### config.mk
export PLATFORM = sky130hd
export DESIGN_NAME = in_out_sram_arbiter
export DESIGN_NICKNAME = d
export VERILOG_FILES = /design/src/rtl/in_out_sram_arbiter.sv
export SDC_FILE = /design/constraint.sdc
export NUM_CORES = 1
export LEC_CHECK = 0
export ABC_AREA = 1
export BUFFER_PORTS_ARGS = -buffer_cell sky130_fd_sc_hd__buf_4
export CAP_MARGIN = 20
export CORE_AREA = 2 2 174 176
export CTS_CLUSTER_SIZE = 28
export DETAILED_ROUTE_END_ITERATION = 7
export DIE_AREA = 0 0 176 178
export SYNTH_ARGS = -nofsm -noshare
export SYNTH_HDL_FRONTEND = slang
export SYNTH_SLANG_ARGS = --single-unit
export TNS_END_PERCENT = 5
### constraint.sdc
create_clock -name clk -period 6.9 [get_ports clk]
set_clock_uncertainty 0.15 [all_clocks]
set_input_delay 1.725 -clock clk [delete_from_list [all_inputs] [get_ports clk]]
set_output_delay 1.725 -clock clk [all_outputs]
set_load 0.01 [all_outputs]
### src/rtl/in_out_sram_arbiter.sv
`default_nettype none
// ============================================================================
// Module   : in_out_sram_arbiter
// Purpose  : Round-robin arbiter/sequencer sharing the single-port in/out SRAM
//            between NUM_REQ requesters, with a bounded burst lock and
//            one-cycle read response routing back to the issuing requester.
// Revision : 1.0 - initial release
// ============================================================================
module in_out_sram_arbiter #(
    parameter int ADDR_WIDTH = 10,
    parameter int DATA_WIDTH = 64,
    parameter int NUM_REQ    = 3,
    parameter int MAX_LOCK   = 16
) (
    input  logic                           clk,
    input  logic                           rst_n,
    input  logic [NUM_REQ-1:0]             req_valid_i,
    output logic [NUM_REQ-1:0]             req_ready_o,
    input  logic [NUM_REQ-1:0]             req_we_i,
    input  logic [NUM_REQ-1:0]             req_lock_i,
    input  logic [NUM_REQ*ADDR_WIDTH-1:0]  req_addr_i,
    input  logic [NUM_REQ*DATA_WIDTH-1:0]  req_wdata_i,
    output logic [NUM_REQ-1:0]             rsp_valid_o,
    output logic [DATA_WIDTH-1:0]          rsp_rdata_o,
    output logic                           sram_req_o,
    output logic                           sram_we_o,
    output logic [ADDR_WIDTH-1:0]          sram_addr_o,
    output logic [DATA_WIDTH-1:0]          sram_wdata_o,
    input  logic [DATA_WIDTH-1:0]          sram_rdata_i
);

    localparam int         c_ID_W      = (NUM_REQ > 1) ? $clog2(NUM_REQ) : 1;
    localparam logic [0:0] c_ST_OPEN   = 1'b0;
    localparam logic [0:0] c_ST_LOCKED = 1'b1;
    localparam logic [8:0] c_MAX_LOCK  = 9'(MAX_LOCK);
    // A bound of one means a lock would expire on the very accept that takes it
    localparam bit         c_CAN_LOCK  = (MAX_LOCK > 1);

    // Wrap an integer requester position back into the requester range
    function automatic logic [c_ID_W-1:0] f_wrap(input int v);
        return c_ID_W'(v % NUM_REQ);
    endfunction

    // Lock state
    logic [0:0]        r_state;
    logic [0:0]        w_state_nxt;
    logic [c_ID_W-1:0] r_lock_owner;
    logic [c_ID_W-1:0] w_owner_nxt;
    logic [7:0]        r_lock_cnt;
    logic [7:0]        w_cnt_nxt;
    logic              w_hold;

    // Arbitration
    logic [c_ID_W-1:0]  r_last_grant;
    logic [NUM_REQ-1:0] w_grant;
    logic [c_ID_W-1:0]  w_grant_id;
    logic               w_found;
    logic               w_accept;

    // SRAM command stage and response stage
    logic                  r_sram_req;
    logic                  r_sram_we;
    logic [ADDR_WIDTH-1:0] r_sram_addr;
    logic [DATA_WIDTH-1:0] r_sram_wdata;
    logic [c_ID_W-1:0]     r_sram_id;
    logic [NUM_REQ-1:0]    r_rsp_valid;

    // Lock FSM state register
    always_ff @(posedge clk or negedge rst_n) begin
        if (!rst_n) begin
            r_state      <= c_ST_OPEN;
            r_lock_owner <= '0;
            r_lock_cnt   <= '0;
        end else begin
            r_state      <= w_state_nxt;
            r_lock_owner <= w_owner_nxt;
            r_lock_cnt   <= w_cnt_nxt;
        end
    end

    // Lock FSM next state: an idle owner releases the lock and the cycle is
    // arbitrated as if OPEN, so a new lock can be taken in that same cycle
    always_comb begin
        w_state_nxt = r_state;
        w_owner_nxt = r_lock_owner;
        w_cnt_nxt   = r_lock_cnt;
        if (w_hold) begin
            if (!req_lock_i[r_lock_owner] ||
                ({1'b0, r_lock_cnt} + 9'd1 >= c_MAX_LOCK)) begin
                w_state_nxt = c_ST_OPEN;
                w_cnt_nxt   = '0;
            end else begin
                w_cnt_nxt = r_lock_cnt + 8'd1;
            end
        end else begin
            w_state_nxt = c_ST_OPEN;
            w_cnt_nxt   = '0;
            if (c_CAN_LOCK && w_accept && req_lock_i[w_grant_id]) begin
                w_state_nxt = c_ST_LOCKED;
                w_owner_nxt = w_grant_id;
                w_cnt_nxt   = 8'd1;
            end
        end
    end

    // Lock FSM output: the owner keeps exclusive access while it stays valid
    always_comb begin
        w_hold = 1'b0;
        if (r_state == c_ST_LOCKED) begin
            w_hold = req_valid_i[r_lock_owner];
        end
    end

    // Round-robin pick starting after the last grant, overridden by a live lock
    always_comb begin
        w_grant    = '0;
        w_grant_id = '0;
        w_found    = 1'b0;
        if (w_hold) begin
            w_grant[r_lock_owner] = 1'b1;
            w_grant_id            = r_lock_owner;
        end else begin
            for (int k = 1; k <= NUM_REQ; k++) begin
                if (!w_found && req_valid_i[f_wrap(int'(r_last_grant) + k)]) begin
                    w_found                                      = 1'b1;
                    w_grant_id                                   = f_wrap(int'(r_last_grant) + k);
                    w_grant[f_wrap(int'(r_last_grant) + k)]      = 1'b1;
                end
            end
        end
    end

    assign w_accept    = |w_grant;
    assign req_ready_o = rst_n ? w_grant : '0;

    // Remember the last winner so the next round starts just after it
    always_ff @(posedge clk or negedge rst_n) begin
        if (!rst_n) begin
            r_last_grant <= c_ID_W'(NUM_REQ - 1);
        end else if (w_accept) begin
            r_last_grant <= w_grant_id;
        end
    end

    // Register the accepted command into the SRAM stage
    always_ff @(posedge clk or negedge rst_n) begin
        if (!rst_n) begin
            r_sram_req   <= 1'b0;
            r_sram_we    <= 1'b0;
            r_sram_addr  <= '0;
            r_sram_wdata <= '0;
            r_sram_id    <= '0;
        end else begin
            r_sram_req <= w_accept;
            r_sram_we  <= w_accept & req_we_i[w_grant_id];
            if (w_accept) begin
                r_sram_addr  <= req_addr_i[w_grant_id*ADDR_WIDTH +: ADDR_WIDTH];
                r_sram_wdata <= req_wdata_i[w_grant_id*DATA_WIDTH +: DATA_WIDTH];
                r_sram_id    <= w_grant_id;
            end
        end
    end

    // Raise the response strobe for the issuer when the SRAM read data lands
    always_ff @(posedge clk or negedge rst_n) begin
        if (!rst_n) begin
            r_rsp_valid <= '0;
        end else begin
            r_rsp_valid <= '0;
            if (r_sram_req && !r_sram_we) begin
                r_rsp_valid[r_sram_id] <= 1'b1;
            end
        end
    end

    assign sram_req_o   = r_sram_req;
    assign sram_we_o    = r_sram_we;
    assign sram_addr_o  = r_sram_addr;
    assign sram_wdata_o = r_sram_wdata;
    assign rsp_valid_o  = r_rsp_valid;
    // SRAM output is already registered; pass it through, forced to zero when idle
    assign rsp_rdata_o  = (|r_rsp_valid) ? sram_rdata_i : '0;

endmodule
`default_nettype wire

# [Yosys cells after proc, flatten, opt, wreduce, memory -nomap -nowiden]
# Cells that the tools add are included.
[classes] add_sub_neg=5 multipliers=1 div_mod_pow=3 magnitude_cmp=12 eq_ne=1 n_shift=2 n_mux=48 n_bitwise=4 reduce_logical=17
[ops] cell="indexed part select 192 x 9 -> 64 bit" count=1
[ops] cell="modulo 32 x 3 -> 32 bit, second input constant" count=3
[ops] cell="two-way mux 64 bit" count=1
[ops] cell="indexed part select 30 x 7 -> 10 bit" count=1
[ops] cell="two-way mux 3 bit" count=8
[ops] cell="two-way mux 1 bit" count=21
[ops] cell="less-than comparator 2 x 3 -> 1 bit, second input constant" count=6
[ops] cell="two-way mux 8 bit" count=2
[ops] cell="binary-select mux 1 bit (select 2 bit)" count=7
[ops] cell="demux 1 bit (select 2 bit)" count=5
[ops] cell="greater-or-equal comparator 2 x 1 -> 1 bit, second input constant" count=5
[ops] cell="adder 8 x 1 -> 9 bit, second input constant" count=1
[ops] cell="greater-or-equal comparator 9 x 5 -> 1 bit, second input constant" count=1
[ops] cell="logical AND 1 bit" count=9
[ops] cell="adder 8 x 1 -> 8 bit, second input constant" count=1
[ops] cell="two-way mux 2 bit" count=4
[ops] cell="adder 2 x 2 -> 3 bit, second input constant" count=2
[ops] cell="bitwise OR 3 bit" count=2
[ops] cell="OR reduction 3 bit" count=2
[ops] cell="multiplier 2 x 3 -> 5 bit, second input constant" count=1
[ops] cell="zero test 1 bit" count=4
[ops] cell="adder 2 x 1 -> 3 bit, second input constant" count=1
[ops] cell="!= test 2 x 1 -> 1 bit, second input constant" count=1
[ops] cell="AND reduction 2 bit" count=1
[ops] cell="3 further kinds" count=3
[totals] register_bits=94 inputBits=297 out_inout_bits=146

# [Depth between registers and ports, before layout]
[depth] depth_word=19 depth_mapped=19 ltp_nobuf=18

# [Least setup slack after synthesis]
# Ideal clock, no wire load.
[synth_path] path_kind="in2out" start="input req_valid_i[2]" end="output req_ready_o[2]" arrival_ns=2.555 setup_slack_ns=2.470 stages=7 n_path_buf=0 path_cell_list="inv_1 o21ai_1 nand2_2 a21oi_1 nand2_1 a21boi_1 nor2_1"
[synth_via] elab_chain_len=13 elab_cells_between_ends=26 classes_between="20 x mux; 2 x bitwise; 4 x reduce/logical"
[synth_rtl] item="start: declaration" line_no="17" rtl="input logic [NUM_REQ-1:0] req_valid_i,"
[synth_rtl] item="binary-select mux 1 bit (select 2 bit)" line_no="124" rtl="if (!w_found && req_valid_i[f_wrap(int'(r_last_grant) + k)]) begin"
[synth_rtl] item="two-way mux 1 bit (not written as such)" line_no="124"
[synth_rtl] item="two-way mux 1 bit" line_no="124"
[synth_rtl] item="two-way mux 1 bit" line_no="119" rtl="if (w_hold) begin"
[synth_rtl] item="zero test 1 bit" line_no="124"
[synth_rtl] item="logical AND 1 bit" line_no="124"
[synth_rtl] item="two-way mux 1 bit" line_no="124"
[synth_rtl] item="two-way mux 1 bit" line_no="119"
[synth_rtl] item="zero test 1 bit" line_no="124"
[synth_rtl] item="logical AND 1 bit" line_no="124"
[synth_rtl] item="two-way mux 3 bit" line_no="124"
[synth_rtl] item="two-way mux 3 bit *" line_no="119"
[synth_rtl] item="two-way mux 3 bit *" line_no="134" rtl="assign req_ready_o = rst_n ? w_grant : '0;"
[synth_rtl] item="end: declaration" line_no="18" rtl="output logic [NUM_REQ-1:0] req_ready_o,"
# Every way passes the cells marked *; elsewhere a longest branch is shown, timed or not. The select of a mux whose other input is x is not followed.

# [Final worst setup path]
# Same ends and word-level chain as after synthesis.

==> flow_summary.json <==
{
  "rows": 63,
  "wire_per_inst_um": 13.31,
  "tns_ns": 0,
  "path_buf_inv": 3,
  "nets": 1835,
  "io_pins": 443,
  "pre_cts_ws_ns": 2.014,
  "rsz0062_at_grt": "no",
  "synth-seq-cells": 93,
  "routed_wirelength_um": 25670,
  "synth_area_um2": 6574,
  "vias": 7894,
  "yosysUniqueCellTypes": 30,
  "crit_path_start": "req_valid_i[2]",
  "ant_nets": 0,
  "cts.reportedPaths.clkPinSlew_ns": 0.06,
  "drive_above_1_share_pct": 31.55,
  "slowest_delay_ns": 0.29,
  "avgViaCountPerCell": 4.094,
  "startpoint_type": "primary input",
  "track_usage_pct": 15.53,
  "hpwlAfterDp_um": 19180,
  "path_cells": "buf_4 -> inv_1 -> o21ai_1 -> nand2_2 -> a21oi_1 -> nand2_1 -> a21boi_1 -> nor2_1 -> buf_4",
  "drt_iter0_drc": 325,
  "crit_path_frequent_cell": "buf_4",
  "root_buffer": "clkbuf_16",
  "yosys_warnings": 0,
  "core_um2": 29400,
  "grt_overflow": 0,
  "postCtsSetupRepairBufs": 0,
  "antenna_found_initial": 1,
  "power_density_nw_per_um2": 585.8,
  "setup_slack_ns": 1.975,
  "mostFrequentLayoutCell": "nand2_1",
  "cts_tree": "built",
  "cp_slowest_cell": "a21boi_1",
  "yosysSeqAreaShare_pct": 35.42,
  "grt_pass1_vias": 7264,
  "dieHeight_um": 178,
  "hp-class": "register to register",
  "relSlewSlack_pct": 31.10,
  "fmax_ghz": 0.2031,
  "finalCritPeriodShare_pct": 71.37,
  "critPathRequiredTime_ns": 5.03,
  "path_max_fanout": 9,
  "reg2reg_from": "r_last_grant[0]",
  "fp.dieArea_um2": 31330,
  "grtUsageMet1_pct": 20.05,
  "cts-buffers-inserted": 9,
  "portBuffers": 442,
  "worst_pin_slew_ns": 1.034,
  "worst_ep_arrival_time_ns": 3.05,
  "critPathTopFamily": "compound AO/OA/AOI/OAI gates",
  "report.final.slew_viol_count": 0,
  "dieWidth_um": 176,
  "grt_util_met2_pct": 26.20,
  "use_met3_pct": 3.453,
  "utilization_pct": 35.47,
  "n_fill_cell": 3196,
  "grt_first_pass_wirelength_um": 38510,
  "hold_buffers": 0,
  "busiest_layer": "met2",
  "finalHoldViolCount": 0,
  "layout_common_cells": "nand2_1 (594), buf_4 (450), inv_1 (166)",
  "synth.avg_cell_area_um2": 5.843,
  "holdCritStartpoint": "r_sram_id[1]",
  "ir_drop_mv": 0.3629,
  "clk_latency_ns": 0.34,
  "synth_top_area_share_pct": 35.02,
  "post_cts_resized": 0,
  "cts_sinks": 93,
  "netlist_top_cells_area": "dfrtp_1 (35%), nand2_1 (34%), inv_1 (9.5%)",
  "initial_core_util_pct": 22.36,
  "fin_crit_ns": 4.925,
  "remaining_drc_errors": 0,
  "status": "completed",
  "yosysTopAreaCell": "dfrtp_1",
  "syn_inst": 1125,
  "clk_path_buf_depth": 2,
  "cellLeakagePower_nw": 6.534,
  "maxCapViolations": 0,
  "areaGrowthSynthToFinish_pct": 58.66,
  "gp_congestion": 0.9047,
  "final-setup-viol-count": 0,
  "drt_pass1_iterations": 7,
  "h-tree-depth": 3,
  "grt_max_degree": 86,
  "worst_setup_path_end_kind": "primary output",
  "critical_path_class": "primary input to primary output"
}
==> sequential cells by signal, indices dropped and copies added (netlist names) <==
signal        count
sram_addr_o      10
r_last_grant      2
rsp_valid_o       3
r_lock_cnt        8
r_state           1
r_lock_owner      2
sram_we_o         1
sram_req_o        1
r_sram_id         1
sram_wdata_o     64
==> per-layer routing <==
layer	vias to the layer above	part of all wire [%]	routed length [um]
met5	-	0	0
met4	0	1.6	404
met3	26	6.0	1543
met2	250	49	12470
met1	3522	44	11260
li1	4096	-	-
==> final cells by class <==
class,count,area [um2],share of cell area [%]
Sequential cell,93,2328,22.32
Antenna cell,1,2.502,0.02399
Clock inverter,6,46.29,0.4439
Clock buffer,10,239.0,2.291
Inverter,176,661.9,6.346
Tap cell,390,488.0,4.679
Multi-Input combinational cell,802,3286,31.50
Timing Repair Buffer,450,3378,32.39
==> Yosys cell counts <==
cell type and count:
conb_1 1, nor2_1 71, nand3_1 86, dfstp_2 1, ha_1 6, dfrtp_1 92
nor4b_1 1, or2_2 1, inv_1 166, a21boi_1 1, nand2_1 594, o21ai_0 5
xnor2_1 1, clkinv_1 1, xor2_1 1, buf_2 26, buf_1 3, nand4_1 3
o2111ai_1 1, nor2_2 1, inv_2 9, nand3b_1 1, buf_6 8, nand3_2 2
buf_4 7, a21oi_1 6, o21ai_1 6, clkbuf_1 13, nor3_1 7, nand2_2 4
==> cells by family (layout without fill, tap and decap cells) <==
| family | Yosys count | count (layout) | synth area share [%] |
|---|---|---|---|
| AOI/OAI and AO/OA | 19 | 19 | 1.542 |
| xor gates and xnor gates | 2 | 2 | 0.2665 |
| adders and majority gates | 6 | 6 | 1.142 |
| buffers and inverters | 233 | 642 | 15.11 |
| DFF | 93 | 93 | 35.42 |
| other | 1 | 5 | 0.05704 |
| and+or+nand+nor | 771 | 771 | 46.46 |
==> report_power, final <==
part / switching, mW / internal, mW / leakage (nW)
Combinational: 3.02 / 1.58 / 5.26
Clock: 0.226 / 0.256 / 0.135
Sequential: 0.153 / 0.870 / 1.14
Total: 3.40 / 2.71 / 6.53
==> metrics by stage <==
stage          instances  total power, mW  area, um2  hold WS [ns]
6_report            1928            6.110      10430        0.3052
5_1_grt             1927            6.855      10430        0.3298
4_1_cts             1927            6.230      10430        0.3052
3_5_place_dp        1911            5.723      10140        0.2962
3_3_place_gp        1911            5.644      10140        0.2918
2_1_floorplan       1128            4.243       6585        0.2809
==> final timing paths <==
kind / slack, ns / cells after the start / to
min in group asynchronous: 1.21 / 1 / sram_addr_o[4]
worst max register to register: 2.98 / 14 / r_lock_cnt[0]
max in group asynchronous: 4.30 / 2 / sram_wdata_o[37]
worst min-delay path: 0.31 / 1 / rsp_valid_o[0]
worst max-delay path: 1.98 / 9 / req_ready_o[2]
worst min register to register: 0.31 / 1 / rsp_valid_o[0]
Note: power is estimated with default switching activity, not from simulation.
